[src/rtl/dm_arb_pkg.sv]
// Shared types and constants for the DM port arbiter.
package dm_arb_pkg;

  typedef enum logic [1:0] {
    IDLE = 2'd0,
    OWN0 = 2'd1,
    OWN1 = 2'd2
  } arb_state_e;

  localparam int   DM_WORDS_DEF = 3072;
  localparam logic PORT0        = 1'b0;
  localparam logic PORT1        = 1'b1;

endpackage

[src/rtl/dm_port_arbiter_if.sv]
// Requester-side bundle: port 0 (CPU MEM stage) and port 1 (loader/debug).
interface dm_port_arbiter_if #(
  parameter int DATA_W = 32
);
  logic              req_0, req_1;
  logic              we_0, we_1;
  logic              lock_0, lock_1;
  logic [DATA_W-1:0] addr_0, addr_1;
  logic [DATA_W-1:0] wdata_0, wdata_1;
  logic [DATA_W-1:0] pc_0, pc_1;
  logic              gnt_0, gnt_1;
  logic              rvalid_0, rvalid_1;
  logic [DATA_W-1:0] rdata_0, rdata_1;
  logic              err_0, err_1;

  modport master (
    output req_0, req_1, we_0, we_1, lock_0, lock_1,
           addr_0, addr_1, wdata_0, wdata_1, pc_0, pc_1,
    input  gnt_0, gnt_1, rvalid_0, rvalid_1, rdata_0, rdata_1, err_0, err_1
  );

  modport slave (
    input  req_0, req_1, we_0, we_1, lock_0, lock_1,
           addr_0, addr_1, wdata_0, wdata_1, pc_0, pc_1,
    output gnt_0, gnt_1, rvalid_0, rvalid_1, rdata_0, rdata_1, err_0, err_1
  );
endinterface

[src/rtl/dm_arb_rr.sv]
// Two-way round-robin picker: a tie goes to the port that did not own last.
// Purely combinational.
module dm_arb_rr (
  input  logic [1:0] req_i,
  input  logic       last_owner_i,
  output logic       winner_o,
  output logic       any_o
);
  assign any_o    = |req_i;
  assign winner_o = (&req_i) ? ~last_owner_i : req_i[1];
endmodule

[src/rtl/dm_port_arbiter.sv]
// Two-port arbiter/sequencer in front of the data memory; grant is same-cycle, load data one cycle later.
// Optional address range check enabled by DM_ARB_RANGE_CHECK_EN.
module dm_port_arbiter
  import dm_arb_pkg::*;
#(
  parameter int DATA_W   = 32,
  parameter int DM_WORDS = DM_WORDS_DEF,
  parameter int HOLD_MAX = 4
) (
  input  logic              clk,
  input  logic              reset,
  dm_port_arbiter_if.slave  bus,
  output logic [DATA_W-1:0] dm_add,
  output logic [DATA_W-1:0] dm_data,
  output logic              dm_memW,
  output logic              dm_memR,
  output logic [DATA_W-1:0] dm_pc,
  input  logic [DATA_W-1:0] dm_WB
);
  localparam int                HOLD_W   = $clog2(HOLD_MAX + 1);
  localparam logic [HOLD_W-1:0] HOLD_LIM = HOLD_W'(HOLD_MAX);
  localparam logic [DATA_W-3:0] WORD_LIM = (DATA_W - 2)'(DM_WORDS);

  arb_state_e        state_q, state_d;
  logic [HOLD_W-1:0] hold_q, hold_d;
  logic              last_q;
  logic [1:0]        rvalid_q, err_q;
  logic [DATA_W-1:0] rdata0_q, rdata1_q;

  logic [1:0]        req_v, lock_v, gnt_v;
  logic              rr_win, rr_any, own;
  logic              sel, any_gnt, sel_we, addr_bad, chk_en, rsp;
  logic [DATA_W-1:0] sel_addr, sel_wdata, sel_pc;

  assign req_v  = {bus.req_1, bus.req_0};
  assign lock_v = {bus.lock_1, bus.lock_0};

  dm_arb_rr u_rr (
    .req_i        (req_v),
    .last_owner_i (last_q),
    .winner_o     (rr_win),
    .any_o        (rr_any)
  );

  always_comb begin
    gnt_v   = 2'b00;
    state_d = state_q;
    hold_d  = hold_q;
    own     = (state_q == OWN1);
    case (state_q)
      OWN0, OWN1: begin
        if (req_v[own] && (lock_v[own] || !req_v[~own] || hold_q < HOLD_LIM)) begin
          gnt_v[own] = 1'b1;
          hold_d     = (hold_q == HOLD_LIM) ? HOLD_LIM : hold_q + HOLD_W'(1);
        end else if (lock_v[own]) begin
          // owner holds the lock with no request: keep ownership, other port waits
          hold_d = hold_q;
        end else if (req_v[~own]) begin
          gnt_v[~own] = 1'b1;
          state_d     = own ? OWN0 : OWN1;
          hold_d      = HOLD_W'(1);
        end else begin
          state_d = IDLE;
          hold_d  = '0;
        end
      end
      default: begin
        if (rr_any) begin
          gnt_v[rr_win] = 1'b1;
          state_d       = rr_win ? OWN1 : OWN0;
          hold_d        = HOLD_W'(1);
        end
      end
    endcase
    if (!reset) gnt_v = 2'b00;
  end

`ifdef DM_ARB_RANGE_CHECK_EN
  assign chk_en = 1'b1;
`else
  assign chk_en = 1'b0;
`endif

  assign sel       = gnt_v[1];
  assign any_gnt   = |gnt_v;
  assign sel_addr  = sel ? bus.addr_1  : bus.addr_0;
  assign sel_wdata = sel ? bus.wdata_1 : bus.wdata_0;
  assign sel_pc    = sel ? bus.pc_1    : bus.pc_0;
  assign sel_we    = sel ? bus.we_1    : bus.we_0;
  assign addr_bad  = chk_en && ((sel_addr[1:0] != 2'b00) || (sel_addr[DATA_W-1:2] >= WORD_LIM));

  assign dm_add  = any_gnt ? sel_addr  : '0;
  assign dm_data = any_gnt ? sel_wdata : '0;
  assign dm_pc   = any_gnt ? sel_pc    : '0;
  assign dm_memW = any_gnt &&  sel_we && !addr_bad;
  assign dm_memR = any_gnt && !sel_we && !addr_bad;
  // a rejected access answers like a load so the requester is never left waiting
  assign rsp     = any_gnt && (!sel_we || addr_bad);

  always_ff @(posedge clk) begin
    if (!reset) begin
      state_q  <= IDLE;
      hold_q   <= '0;
      last_q   <= PORT1;
      rvalid_q <= 2'b00;
      err_q    <= 2'b00;
      rdata0_q <= '0;
      rdata1_q <= '0;
    end else begin
      state_q  <= state_d;
      hold_q   <= hold_d;
      if (any_gnt) last_q <= sel;
      rvalid_q <= {rsp && sel, rsp && !sel};
      err_q    <= {rsp && addr_bad && sel, rsp && addr_bad && !sel};
      if (rsp && !sel) rdata0_q <= addr_bad ? '0 : dm_WB;
      if (rsp &&  sel) rdata1_q <= addr_bad ? '0 : dm_WB;
    end
  end

  assign bus.gnt_0    = gnt_v[0];
  assign bus.gnt_1    = gnt_v[1];
  assign bus.rvalid_0 = rvalid_q[0];
  assign bus.rvalid_1 = rvalid_q[1];
  assign bus.err_0    = err_q[0];
  assign bus.err_1    = err_q[1];
  assign bus.rdata_0  = rdata0_q;
  assign bus.rdata_1  = rdata1_q;
endmodule

[src/flat_wrapper.sv]
// flat-port wrapper written by rule: the top's interface ports become plain ports
module dm_port_arbiter_flat import dm_arb_pkg::*;
#(
  parameter int DATA_W   = 32,
  parameter int DM_WORDS = DM_WORDS_DEF,
  parameter int HOLD_MAX = 4
)
  (clk, reset, dm_add, dm_data, dm_memW, dm_memR, dm_pc, dm_WB, bus_req_0, bus_req_1, bus_we_0, bus_we_1, bus_lock_0, bus_lock_1, bus_addr_0, bus_addr_1, bus_wdata_0, bus_wdata_1, bus_pc_0, bus_pc_1, bus_gnt_0, bus_gnt_1, bus_rvalid_0, bus_rvalid_1, bus_rdata_0, bus_rdata_1, bus_err_0, bus_err_1);
  dm_port_arbiter_if #(.DATA_W(DATA_W)) bus_i ();
  input  logic clk;
  input  logic reset;
  output logic [DATA_W-1:0] dm_add;
  output logic [DATA_W-1:0] dm_data;
  output logic dm_memW;
  output logic dm_memR;
  output logic [DATA_W-1:0] dm_pc;
  input  logic [DATA_W-1:0] dm_WB;
  input wire logic [$bits(bus_i.req_0)-1:0] bus_req_0;
  input wire logic [$bits(bus_i.req_1)-1:0] bus_req_1;
  input wire logic [$bits(bus_i.we_0)-1:0] bus_we_0;
  input wire logic [$bits(bus_i.we_1)-1:0] bus_we_1;
  input wire logic [$bits(bus_i.lock_0)-1:0] bus_lock_0;
  input wire logic [$bits(bus_i.lock_1)-1:0] bus_lock_1;
  input wire logic [$bits(bus_i.addr_0)-1:0] bus_addr_0;
  input wire logic [$bits(bus_i.addr_1)-1:0] bus_addr_1;
  input wire logic [$bits(bus_i.wdata_0)-1:0] bus_wdata_0;
  input wire logic [$bits(bus_i.wdata_1)-1:0] bus_wdata_1;
  input wire logic [$bits(bus_i.pc_0)-1:0] bus_pc_0;
  input wire logic [$bits(bus_i.pc_1)-1:0] bus_pc_1;
  output wire logic [$bits(bus_i.gnt_0)-1:0] bus_gnt_0;
  output wire logic [$bits(bus_i.gnt_1)-1:0] bus_gnt_1;
  output wire logic [$bits(bus_i.rvalid_0)-1:0] bus_rvalid_0;
  output wire logic [$bits(bus_i.rvalid_1)-1:0] bus_rvalid_1;
  output wire logic [$bits(bus_i.rdata_0)-1:0] bus_rdata_0;
  output wire logic [$bits(bus_i.rdata_1)-1:0] bus_rdata_1;
  output wire logic [$bits(bus_i.err_0)-1:0] bus_err_0;
  output wire logic [$bits(bus_i.err_1)-1:0] bus_err_1;
  assign bus_i.req_0 = bus_req_0;
  assign bus_i.req_1 = bus_req_1;
  assign bus_i.we_0 = bus_we_0;
  assign bus_i.we_1 = bus_we_1;
  assign bus_i.lock_0 = bus_lock_0;
  assign bus_i.lock_1 = bus_lock_1;
  assign bus_i.addr_0 = bus_addr_0;
  assign bus_i.addr_1 = bus_addr_1;
  assign bus_i.wdata_0 = bus_wdata_0;
  assign bus_i.wdata_1 = bus_wdata_1;
  assign bus_i.pc_0 = bus_pc_0;
  assign bus_i.pc_1 = bus_pc_1;
  assign bus_gnt_0 = bus_i.gnt_0;
  assign bus_gnt_1 = bus_i.gnt_1;
  assign bus_rvalid_0 = bus_i.rvalid_0;
  assign bus_rvalid_1 = bus_i.rvalid_1;
  assign bus_rdata_0 = bus_i.rdata_0;
  assign bus_rdata_1 = bus_i.rdata_1;
  assign bus_err_0 = bus_i.err_0;
  assign bus_err_1 = bus_i.err_1;
  dm_port_arbiter #(.DATA_W(DATA_W), .DM_WORDS(DM_WORDS), .HOLD_MAX(HOLD_MAX)) u_core (.clk(clk), .reset(reset), .bus(bus_i), .dm_add(dm_add), .dm_data(dm_data), .dm_memW(dm_memW), .dm_memR(dm_memR), .dm_pc(dm_pc), .dm_WB(dm_WB));
endmodule
[config.mk]
export PLATFORM = sky130hd
export DESIGN_NAME = dm_port_arbiter_flat
export DESIGN_NICKNAME = d
export VERILOG_FILES = /design/src/rtl/dm_arb_pkg.sv /design/src/rtl/dm_port_arbiter_if.sv /design/src/rtl/dm_arb_rr.sv /design/src/rtl/dm_port_arbiter.sv /design/src/flat_wrapper.sv
export SDC_FILE = /design/constraint.sdc
export NUM_CORES = 1
export LEC_CHECK = 0
export CAP_MARGIN = 20
export CORE_AREA = 2 2 156 158
export DETAILED_ROUTE_END_ITERATION = 16
export DIE_AREA = 0 0 158 160
export PLACE_DENSITY_LB_ADDON = 0.05
export RECOVER_POWER = 50
export SLEW_MARGIN = 20
export SYNTH_ARGS = -nofsm -noshare
export SYNTH_HDL_FRONTEND = slang
export SYNTH_SLANG_ARGS = --single-unit
[constraint.sdc]
create_clock -name clk -period 2.55 [get_ports clk]
set_input_delay 0.255 -clock clk [delete_from_list [all_inputs] [get_ports clk]]
set_output_delay 0.255 -clock clk [all_outputs]
set_load 0.01 [all_outputs]
==> results.cfg <==
[drt]
final_antenna_net_count = 0
detail_route.wl_per_cell_um = 18.9
via_per_inst = 4.54
drc = 0
drt-initial-drc-count = 316
dr.pass1.iters = 4
drt-total-wl_mm = 26.8
num_vias = 6458

[status]
outcome = complete, but fails checks
violations = negative setup slack

[clocking]
cts_htree_levels = 3
cts_hold_buf = 0
clockBufferDepth = 2
cts_root_buf = clkbuf_16
tritoncts = built
clock_latency_ns = 0.33
clock-sinks = 72
path_clk_slew_ns = 0.05
cts_inserted_buffers = 9

[timing]
relSlewSlack_pct = 33.5
tightest_slew_ns = 0.998
final.min_clock_period_ns = 2.56
grt_setup_unrepaired = yes
finalCritPeriodShare_pct = 100
hold_violations = 0
finalMaxSlewViolations = 0
finalWorstSetupSlack_ns = -0.0103
clock_skew_ns = 0.00589
final-setup-viol-count = 6
fmax_mhz = 391

[hold_path]
hold_path.class = in2reg

[floorplan]
design.core.area_um2 = 23800
die_h_um = 160
die_width_um = 158
initial_core_util_pct = 20.1
dieArea_um2 = 25300
ioPinCount = 400
rows = 57

[worst_setup_path]
cp-start-kind = register
rr_endpoint = u_core.bus.rdata_1[4]
critPathCapture = dm_pc[28]
reg2regPathDepth = 9
r2r_slack_ns = 0.46
crit_type = reg2out
timing.rr.start = u_core.state_q[0]
crit_arrival_ns = 2.31
cp-end-kind = output pin
critPathMaxFanout = 6
cp-startpoint = u_core.state_q[0]
cp.required_ns = 2.30

[power]
peakVddDrop_v = 0.000316
power_uw = 6660
total_leakage_power_uw = 0.00428
power.density_nw_per_um2 = 664

[global_routing]
grt_usage_pct = 20.4
grt_max_degree = 99
grt_antenna_before_repair = 0
grt_pass1_wl_mm = 39.2
grt_pass1_vias = 6456
grt_overflow = 0

[synth]
yosys_warnings = 0
synth_area_um2 = 4790
syn_area_per_cell_um2 = 7.14
ys.flop_type = dfxtp_1
yosys.area.top_type_share_pct = 30.1
netlist-cell-type-count = 38
synthTopCellsByArea = dfxtp_1, mux2i_1, a21oi_1
async_flop_share_pct = 0
synth-seq-cells = 72
synth_edf_count = 0
synth_top_area_cell = dfxtp_1
synth.yosys.seq_area_share_pct = 30.1
syn_inst = 671

[place]
dp_hpwl_mm = 19.9
placedCellCount = 1382
gp_congestion = 0.820
io_buffers = 397
placed_area_um2 = 9480

[cells_and_area]
final_area_um2 = 10000
area.growth.synth_to_final_pct = 109
drive_gt1_share_pct = 23.5
antenna_cells = 0
nets = 1327
final_cells = 1421

[job]
maxCapViolCount = 0
==> worst max-delay path, stage by stage, from the launching register on <==
cell and delay [ns]:
dfxtp_2 0.33, inv_2 0.04, ha_4 0.16, or3b_4 0.39
a31oi_4 0.16, buf_12 0.14, o22a_4 0.16, buf_12 0.14
buf_4 0.13, buf_16 0.11, a21oi_1 0.04, buf_4 0.16
==> cell type report <==
cell class              instances  area (um^2)
inverters                       8         30.0
repair buffers                487         4690
well taps                     324          405
flip-flops and latches         72         1440
clock inverters                 5          104
multi-input cells             514         3110
clock buffers                  11          243
fillers                      2485        13800
==> cells by family after synthesis <==
kind of cell / synth area share (%)
and+or+nand+nor: 22.4
AOI/OAI and AO/OA: 23.1
buffers and inverters: 9.53
DFF: 30.1
muxes: 14.0
adders and majority gates: 0.783
other: 0.0783
==> synthesized netlist by cell type (4+ instances only) <==
cell type and instances:
a21oi_1 102, buf_2 17, buf_4 10, buf_6 10, clkbuf_1 40, dfxtp_1 72
inv_1 8, mux2i_1 67, nand2_1 105, nand3_1 100, nand3b_1 4, nor2_1 4
o21ai_0 94, o21ai_1 7
==> registers in the layout, indices dropped and copies added, names as in the netlist <==
name	cells
u_core.rvalid_q	2
u_core.bus.rdata_0	32
u_core.hold_q	3
u_core.state_q	2
u_core.last_q	1
u_core.bus.rdata_1	32
==> cells in the final DEF (no fill, tap or decap), drive strengths merged, types with 3 or more instances in the layout <==
| master | Yosys | final |
|---|---|---|
| clkbuf | 40 | 21 |
| dlygate4sd3 | 0 | 66 |
| o21ai | 101 | 101 |
| clkdlybuf4s50 | 0 | 230 |
| nand3 | 101 | 101 |
| nand3b | 4 | 4 |
| a21oi | 102 | 102 |
| inv | 8 | 8 |
| nor2 | 4 | 4 |
| buf | 38 | 179 |
| mux2i | 67 | 67 |
| nand2 | 105 | 105 |
| dfxtp | 72 | 72 |
| ha | 3 | 3 |
| bufinv | 0 | 3 |
==> timing repair <==
action                     CTS  global route
cloned                       5             1
gates resized for setup    430            69
buffers inserted            15             4
pin swaps                    8            20
hold endpoints to repair     0             0
setup endpoints to repair  100            97
==> per-layer routing <==
metal  share of wire (%)  vias to the layer above  wire (um)  track usage (%)
li1                    -                     3206          -                -
met1                  37                     2977       9970             22.3
met2                  53                      245      14200             37.6
met3                 7.6                       30       2030             6.05
met4                 2.4                        0        650             5.77
met5                   0                        -          0                0
==> power breakdown <==
part	leakage, uW	total (uW)	switching [uW]	internal (uW)
combinational	0.00352	3940	2000	1940
clock	0.000170	1460	478	983
sequential	0.000586	1250	40.9	1210
==> per-stage QoR <==
stage | setup slack [ns] | TNS, ns | hold slack, ns | util, %
after floorplan | 0.442 | 0 | 0.417 | -
after global placement | -0.463 | -26.07 | 0.442 | 39.8
after detailed placement | -0.456 | -26.23 | 0.450 | 39.8
after CTS | -0.122 | -1.73 | 0.162 | 41.4
after global routing | -0.0888 | -3.64 | 0.175 | 42.1
final | -0.0103 | -0.0341 | 0.171 | 42.1
==> how the worst min path moves through the flow <==
stage	startpoint	to	slack, ns	cells after the start
after floorplan	dm_WB[0]	u_core.bus.rdata_1[0]	0.42	2
after global placement	u_core.bus.rdata_0[6]	u_core.bus.rdata_0[6]	0.44	2
after detailed placement	u_core.bus.rdata_0[2]	u_core.bus.rdata_0[2]	0.45	2
after CTS	reset	u_core.last_q	0.16	2
after global routing	reset	u_core.last_q	0.18	2
final	reset	u_core.last_q	0.17	2
(Power assumes the default switching activity.)
